==> config.mk <==
export PLATFORM = sky130hd
export DESIGN_NAME = ov7670_stream_tx
export DESIGN_NICKNAME = d
export VERILOG_FILES = /design/src/rtl/ov7670_pkg.sv /design/src/rtl/ov7670_timing_gen.sv /design/src/rtl/ov7670_stream_tx.sv
export SDC_FILE = /design/constraint.sdc
export NUM_CORES = 1
export LEC_CHECK = 0
export CELL_PAD_IN_SITES_DETAIL_PLACEMENT = 1
export CELL_PAD_IN_SITES_GLOBAL_PLACEMENT = 1
export CORE_ASPECT_RATIO = 1.5
export CORE_MARGIN = 1.5
export CORE_UTILIZATION = 40
export CTS_CLUSTER_DIAMETER = 120
export CTS_CLUSTER_SIZE = 10
export DETAILED_ROUTE_END_ITERATION = 12
export PLACE_DENSITY = 0.89
export SETUP_SLACK_MARGIN = 0.1
export SYNTH_ARGS = -nofsm -noshare
export SYNTH_HDL_FRONTEND = slang
export SYNTH_SLANG_ARGS = --single-unit
==> constraint.sdc <==
create_clock -name pclk -period 2.2 [get_ports pclk]
set_clock_uncertainty 0.15 [all_clocks]
set_input_delay 0.44 -clock pclk [delete_from_list [all_inputs] [get_ports pclk]]
set_output_delay 0.44 -clock pclk [all_outputs]
set_load 0.02 [all_outputs]
==> src/rtl/ov7670_pkg.sv <==
// Shared OV7670 definitions: pixel mode encodings (common with the capture
// decoder), transmitter FSM states and the 32-bit -> 16-bit pixel packer.
package ov7670_pkg;

  localparam logic [2:0] MODE_RGB444 = 3'b000;
  localparam logic [2:0] MODE_RGB555 = 3'b001;
  localparam logic [2:0] MODE_RGB565 = 3'b010;

  typedef enum logic {
    ST_IDLE = 1'b0,
    ST_RUN  = 1'b1
  } tx_state_e;

  // Pixel layout is {X/R4x, R8, G8, B8}; unknown modes fall back to RGB444.
  function automatic logic [15:0] pack_pixel(input logic [2:0] mode, input logic [31:0] pix);
    logic [15:0] w;
    case (mode)
      MODE_RGB565: w = {pix[23:19], pix[15:10], pix[7:3]};
      MODE_RGB555: w = {1'b0, pix[23:19], pix[15:11], pix[7:3]};
      default:     w = {pix[31:28], pix[23:20], pix[15:12], pix[7:4]};
    endcase
    return w;
  endfunction

endpackage

==> src/rtl/ov7670_timing_gen.sv <==
// Free-running OV7670 raster timing: line/frame counters, IDLE/RUN FSM,
// registered vsync/href/frame_start and the combinational pixel-slot strobes.
module ov7670_timing_gen
  import ov7670_pkg::*;
#(
  parameter int H_ACTIVE  = 640,
  parameter int V_ACTIVE  = 480,
  parameter int H_BLANK   = 144,
  parameter int VS_LINES  = 3,
  parameter int VBP_LINES = 17,
  parameter int VFP_LINES = 10
) (
  input  logic       pclk,
  input  logic       rst,
  input  logic       en_i,
  input  logic [2:0] mode_i,
  output logic [2:0] mode_o,
  output logic       pix_slot_o,
  output logic       odd_slot_o,
  output logic       vsync_o,
  output logic       href_o,
  output logic       frame_start_o
);

  localparam int L         = 2 * H_ACTIVE + H_BLANK;
  localparam int F         = VS_LINES + VBP_LINES + V_ACTIVE + VFP_LINES;
  localparam int HW        = (L > 1) ? $clog2(L) : 1;
  localparam int VW        = (F > 1) ? $clog2(F) : 1;
  localparam int ACT_FIRST = VS_LINES + VBP_LINES;
  localparam int ACT_END   = ACT_FIRST + V_ACTIVE;
  localparam int H_ACT     = 2 * H_ACTIVE;

  tx_state_e       state_q;
  logic [HW-1:0]   h_cnt_q;
  logic [VW-1:0]   v_cnt_q;
  logic [2:0]      mode_q;
  logic            vsync_q, href_q, frame_start_q;

  logic run, act_line, in_span, h_last, v_last;

  assign run      = (state_q == ST_RUN);
  assign act_line = (int'(v_cnt_q) >= ACT_FIRST) && (int'(v_cnt_q) < ACT_END);
  assign in_span  = run && act_line && (int'(h_cnt_q) < H_ACT);
  assign h_last   = (int'(h_cnt_q) == L - 1);
  assign v_last   = (int'(v_cnt_q) == F - 1);

  // Even byte slots fetch a new pixel; odd slots replay its stored low byte.
  assign pix_slot_o = in_span && !h_cnt_q[0];
  assign odd_slot_o = in_span && h_cnt_q[0];

  assign mode_o        = mode_q;
  assign vsync_o       = vsync_q;
  assign href_o        = href_q;
  assign frame_start_o = frame_start_q;

  // Raster FSM; outputs are registered from the current counter position,
  // so frame_start lines up with the first vsync cycle.
  always_ff @(posedge pclk or posedge rst) begin
    if (rst) begin
      state_q       <= ST_IDLE;
      h_cnt_q       <= '0;
      v_cnt_q       <= '0;
      mode_q        <= MODE_RGB444;
      vsync_q       <= 1'b0;
      href_q        <= 1'b0;
      frame_start_q <= 1'b0;
    end else begin
      vsync_q       <= run && (int'(v_cnt_q) < VS_LINES);
      href_q        <= in_span;
      frame_start_q <= run && (h_cnt_q == '0) && (v_cnt_q == '0);
      case (state_q)
        ST_IDLE: begin
          if (en_i) begin
            state_q <= ST_RUN;
            h_cnt_q <= '0;
            v_cnt_q <= '0;
            mode_q  <= mode_i;
          end
        end
        ST_RUN: begin
          if (h_last) begin
            h_cnt_q <= '0;
            if (v_last) begin
              v_cnt_q <= '0;
              // en and mode only matter at the frame boundary
              if (en_i) mode_q  <= mode_i;
              else      state_q <= ST_IDLE;
            end else begin
              v_cnt_q <= v_cnt_q + VW'(1);
            end
          end else begin
            h_cnt_q <= h_cnt_q + HW'(1);
          end
        end
        default: state_q <= ST_IDLE;
      endcase
    end
  end

endmodule

==> src/rtl/ov7670_stream_tx.sv <==
// OV7670-style byte stream transmitter: serialises packed pixel words onto d
// (high byte first) under free-running vsync/href timing.
module ov7670_stream_tx
  import ov7670_pkg::*;
#(
  parameter int H_ACTIVE  = 640,
  parameter int V_ACTIVE  = 480,
  parameter int H_BLANK   = 144,
  parameter int VS_LINES  = 3,
  parameter int VBP_LINES = 17,
  parameter int VFP_LINES = 10
) (
  input  logic        pclk,
  input  logic        rst,
  input  logic        en,
  input  logic [2:0]  mode,
  input  logic [31:0] pix_data,
  input  logic        pix_valid,
  output logic        pix_ready,
  output logic        vsync,
  output logic        href,
  output logic [7:0]  d,
  output logic        frame_start,
  output logic        underrun,
  input  logic        underrun_clr
);

  logic [2:0]  mode_q;
  logic        pix_slot, odd_slot;
  logic [15:0] word;
  logic [7:0]  d_q, d_d, lo_q, lo_d;
  logic        underrun_q, underrun_d;

  ov7670_timing_gen #(
    .H_ACTIVE (H_ACTIVE),
    .V_ACTIVE (V_ACTIVE),
    .H_BLANK  (H_BLANK),
    .VS_LINES (VS_LINES),
    .VBP_LINES(VBP_LINES),
    .VFP_LINES(VFP_LINES)
  ) u_timing (
    .pclk         (pclk),
    .rst          (rst),
    .en_i         (en),
    .mode_i       (mode),
    .mode_o       (mode_q),
    .pix_slot_o   (pix_slot),
    .odd_slot_o   (odd_slot),
    .vsync_o      (vsync),
    .href_o       (href),
    .frame_start_o(frame_start)
  );

  assign word      = pack_pixel(mode_q, pix_data);
  assign pix_ready = pix_slot;
  assign d         = d_q;
  assign underrun  = underrun_q;

  // Byte mux: fresh high byte, stored low byte, or zero outside href.
  // A missing pixel sends two zero bytes and flags underrun (set wins over clear).
  always_comb begin
    d_d        = 8'h00;
    lo_d       = lo_q;
    underrun_d = underrun_q;
    if (underrun_clr) underrun_d = 1'b0;
    if (pix_slot) begin
      if (pix_valid) begin
        d_d  = word[15:8];
        lo_d = word[7:0];
      end else begin
        lo_d       = 8'h00;
        underrun_d = 1'b1;
      end
    end else if (odd_slot) begin
      d_d = lo_q;
    end
  end

  // Output byte, low-byte holding register and sticky underrun flag.
  always_ff @(posedge pclk or posedge rst) begin
    if (rst) begin
      d_q        <= 8'h00;
      lo_q       <= 8'h00;
      underrun_q <= 1'b0;
    end else begin
      d_q        <= d_d;
      lo_q       <= lo_d;
      underrun_q <= underrun_d;
    end
  end

endmodule

* Word-level counts from Yosys, hierarchy flattened
Index checks and enable logic that the tools add are counted.
** Cells by class
- $add $sub $neg :: 2
- Multiplexer cells :: 23
- Magnitude comparators :: 4
- Bitwise gates (word level) :: 1
- Reduce and logical (&&, ||, !) cells :: 13
- Equal/unequal tests :: 7
** Operators with widths (number)
- 8-bit two-way mux :: 4
- 16-bit one-hot mux with 2 select lines :: 1
- 9-bit two-way mux :: 3
- 11-bit two-way mux :: 2
- 11-bit one-hot mux with 2 select lines :: 1
- 9-bit one-hot mux with 2 select lines :: 1
- 11-bit by 1-bit adder with 11-bit output (second input constant) :: 1
- 11-bit equality test (second input constant) :: 1
- 11-bit logical NOT :: 1
- 11-bit < comparator (second input constant) :: 1
- 9-bit by 1-bit adder with 9-bit output (second input constant) :: 1
- 9-bit by 3-bit equality test with 1-bit output (second input constant) :: 1
- 9-bit by 5-bit greater-or-equal comparator with 1-bit output (second input constant) :: 1
- 9-bit logical NOT :: 1
- 9-bit by 2-bit < comparator with 1-bit output (second input constant) :: 1
- 9-bit < comparator (second input constant) :: 1
- 3-bit two-way mux :: 3
- 1-bit logical AND :: 8
- 1-bit two-way mux :: 6
- 2-bit inequality test (second input constant) :: 3
- 3-bit one-hot mux with 2 select lines :: 1
- 2-bit AND reduction :: 2
- 3-bit by 1-bit equality test with 1-bit output (second input constant) :: 1
- 3-bit by 2-bit equality test with 1-bit output (second input constant) :: 1
- other kinds (3) :: 3
** Storage, ports and cells
- Flip-flop bits (word level) :: 44
- Output and inout port bits :: 13
- Input port bits :: 40

* Longest topological paths before layout
- Depth in word-level cells :: 7
- Mapped depth :: 7
- Depth with buffers taken out :: 6

* Hierarchy
A second synthesis with hierarchy kept.
** Unflattened totals
- Cells, all modules :: 284
- Area, all modules :: 2641.3 µm²
** Modules (own cells, without submodules)
- ov7670_timing_gen :: sequential area each 675.6 µm², cells an instance 180, times used 1, area an instance 1662.8 µm²
- ov7670_stream_tx :: sequential area each 425.4 µm², cells an instance 104, times used 1, area an instance 978.4 µm²

* Worst setup path after synthesis
Ideal clock, no wire load.
- Path type :: reg-to-output
- Start point :: reg u_timing.v_cnt_q[5]
- End point :: out pix_ready
- Slack :: 0.303 ns
- Path buffers :: 1
- Arrival :: 1.307 ns
- Stages on the path, launching flop included :: 5
- Path through :: dfrtp_1 clkbuf_2 or4_4 mux2i_4 nor2_4
** Between the ends
- Word-level cells in the longest chain between the ends :: 5
** Ends and longest elaborated chain
- from (decl) :: line ov7670_timing_gen.sv:35 : logic [VW-1:0] v_cnt_q;
- from (signal assigned) :: line ov7670_timing_gen.sv:89 : v_cnt_q <= v_cnt_q + VW'(1);
- 9-bit by 5-bit greater-or-equal comparator with 1-bit output or 9-bit < comparator (tied branches) :: line ov7670_timing_gen.sv:42 : assign act_line = (int'(v_cnt_q) >= ACT_FIRST) && (int'(v_cnt_q) < ACT_END);
- 1-bit logical AND * :: line ov7670_timing_gen.sv:42
- 1-bit logical AND * (2 in series) :: line ov7670_timing_gen.sv:43 : assign in_span = run && act_line && (int'(h_cnt_q) < H_ACT);
- 1-bit logical AND * :: line ov7670_timing_gen.sv:48 : assign pix_slot_o = in_span && !h_cnt_q[0];
- to (decl) :: line ov7670_stream_tx.sv:19 : output logic pix_ready,
Mark *: on every way between the ends. The rest lies on a longest branch, timed or not.

* Worst setup path in the final report
- Start point :: reg u_timing.v_cnt_q[6]
- End point :: out pix_ready
The elaborated chain is that of the path after synthesis.

==> results.json <==
{
  "fp.coreArea_um2": 6940,
  "die-area_um2": 7810,
  "final_cell_mix": "dfrtp_1, clkdlybuf4s50_1, buf_4, o21ai_0, nand2_1",
  "min_period_over_period_pct": 103,
  "track_usage_pct": 26.9,
  "utilization_pct": 53.7,
  "failed_checks": "setup timing",
  "portBuffers": 40,
  "netlist_instances": 334,
  "power_density_nw_per_um2": 433,
  "ys_ff_latch": 44,
  "tritoncts": "yes",
  "cts_hold_buf": 0,
  "min_period_ps": 2270,
  "swShare_pct": 24.3,
  "ir_worst_vdd_v": 0.000291,
  "max_stage_delay_ps": 560,
  "end_kind": "output pin",
  "fmax_mhz": 440,
  "area_growth_pct": 28.0,
  "finalSetupViolCount": 1,
  "crit_required_ps": 1610,
  "pre_cts_ws_ps": -129,
  "arrival_ps": 1680,
  "fp.dieH_um": 108,
  "critPathBufInv": 1,
  "async_flop_share_pct": 100,
  "ys_seq_area_share_pct": 37.8,
  "clock_latency_ps": 320,
  "wl_per_cell_um": 22.3,
  "path_delay_family": "simple AND/OR/NAND/NOR gates",
  "yosysWarnings": 0,
  "p_sw_uw": 392,
  "crit_chain": "or4_4 > mux2i_4 > nor2_4 > buf_6",
  "fin_setup_tns_ps": -74.9,
  "rsz0062_at_grt": "yes",
  "slowest_stage": "or4_4",
  "p_int_mw": 1.22,
  "power_frac_seq_pct": 50.1,
  "status": "complete, but fails checks",
  "clkTransAtPathRegs_ps": 100,
  "nets": 435,
  "netlist_area_um2": 2910,
  "vias": 2987,
  "clock-sinks": 44,
  "max-cap-violations": 0,
  "grt_pass1_wl_mm": 16.0,
  "final_common_cell": "dfrtp_1",
  "row_count": 37,
  "grt_pass1_vias": 3154,
  "crit_cells": 4,
  "root_buffer": "clkbuf_8",
  "worst_pin_slew_ps": 648,
  "dpl.hpwl_mm": 6.92,
  "grt_max_degree": 45,
  "combPwrFrac_pct": 8.5,
  "crit_type": "reg -> out",
  "syn_area_per_cell_um2": 8.72,
  "hold_class": "in -> async",
  "cts.path.max_buffers": 2,
  "cellLeakagePower_nw": 1.51,
  "maxSlewHeadroom_pct": 56.7,
  "antenna_found_initial": 0,
  "totalWireLength_mm": 10.5,
  "setup_slack_ps": -74.9,
  "critPathLaunchType": "register",
  "drive_gt1_share_pct": 18.9,
  "io_pins": 53,
  "htree_levels": 2,
  "hold_viol": 0,
  "synth_nets": 379,
  "antennaDiodeCount": 0,
  "synth-edff-count": 0,
  "firstDrtPassIters": 4,
  "die_width_um": 72.7,
  "reg2reg_depth": 8,
  "gp_congestion": 0.847,
  "p_clk_share_pct": 41.4,
  "cts_buffers": 5,
  "synthFlopType": "dfrtp_1",
  "antenna_left": 0,
  "drc_errors": 0,
  "synth.distinct_cells": 56,
  "routed_via_density": 6.37,
  "grt.overflow.total": 0,
  "drt-initial-drc-count": 143,
  "drv_slew": 0,
  "cp_max_fo": 2,
  "start_util_pct": 41.9
}
cells in the mapped netlist, types with 5 or more instances:
cell      instances  area share (%)
buf_2             8             1.4
ha_1              5             2.1
nand2b_1         11             2.4
inv_1            11             1.4
mux2_2            8             3.1
nor2_1           27             3.5
a21oi_1          15             2.6
nand4_1          11             2.4
dfrtp_1          44              38
o311ai_0         11             3.3
a211o_1          17             5.1
clkbuf_1         16             2.1
o21ai_0          33             5.7
nand3_1          11             1.9
mux2i_1           8             2.7
nand2_1          30             3.9
per-stage QoR:
| stage | area, um2 | total power, mW | hold slack (ps) | std cells |
|---|---|---|---|---|
| 5_1_grt | 3730 | 1.67 | 330 | 469 |
| 6_report | 3730 | 1.61 | 313 | 469 |
| 3_3_place_gp | 3540 | 0.954 | 340 | 455 |
| 3_5_place_dp | 3540 | 0.959 | 349 | 455 |
| 2_1_floorplan | 2910 | 0.871 | 330 | 334 |
| 4_1_cts | 3670 | 1.61 | 326 | 464 |
power groups by stage:
stage | clock [mW] | sequential, mW | combinational (mW)
after floorplan | 0 | 0.824 | 0.0468
after global placement | 0 | 0.824 | 0.130
after CTS | 0.668 | 0.808 | 0.137
final | 0.667 | 0.808 | 0.137
after detailed placement | 0 | 0.824 | 0.135
after global routing | 0.710 | 0.808 | 0.147
per-layer routing:
metal / wire length (um) / global-route usage [%]
met5: 0 / 0
met4: 544 / 18.1
met2: 5700 / 47.2
met1: 3800 / 28.5
met3: 433 / 5.06
final timing paths:
check                      slack, ps           startpoint                  end
max reg2reg                      110  u_timing.h_cnt_q[9]  u_timing.v_cnt_q[6]
min in group pclk                380              lo_q[3]              lo_q[3]
max                              -70  u_timing.v_cnt_q[6]            pix_ready
min                              310                  rst              lo_q[2]
min reg2reg                      380              lo_q[3]              lo_q[3]
max in group asynchronous       1360                  rst  u_timing.v_cnt_q[4]
what timing repair did:
action,CTS,global route
cloned,0,1
pin swaps,2,3
gates resized for setup,9,7
setup endpoints to repair,4,11
setup buffers,1,4
tightest hold or removal path, cell delays in order:
cell	delay, ps
clkdlybuf4s50_1	410
inv_2	70
buf_12	240
state kept, by name (all words and copies together) (netlist names):
signal,flops
u_timing.href_o,1
u_timing.mode_o,3
underrun,1
u_timing.frame_start_o,1
u_timing.run,1
u_timing.h_cnt_q,11
u_timing.vsync_o,1
u_timing.v_cnt_q,9
lo_q,8
d,8
area by class of cell:
type	instances	area (um2)
flip-flops and latches	44	1100
multi-input cells	251	1670
well taps	78	97.6
clock buffers	5	68.8
inverters	11	41.3
clock inverters	3	47.5
repair buffers	77	704
fillers	832	3220
kinds of logic (layout without fill, tap and decap cells):
logic type	count (synthesis)	after routing	share of synthesized area, %
and+or+nand+nor	118	119	21.3
AOI/OAI and AO/OA	105	105	24.6
xor gates and xnor gates	5	5	1.50
adders and majority gates	5	5	2.15
muxes	17	17	6.62
buffers and inverters	40	96	6.06
DFF	44	44	37.8
Power figures use the tool's default switching activity.
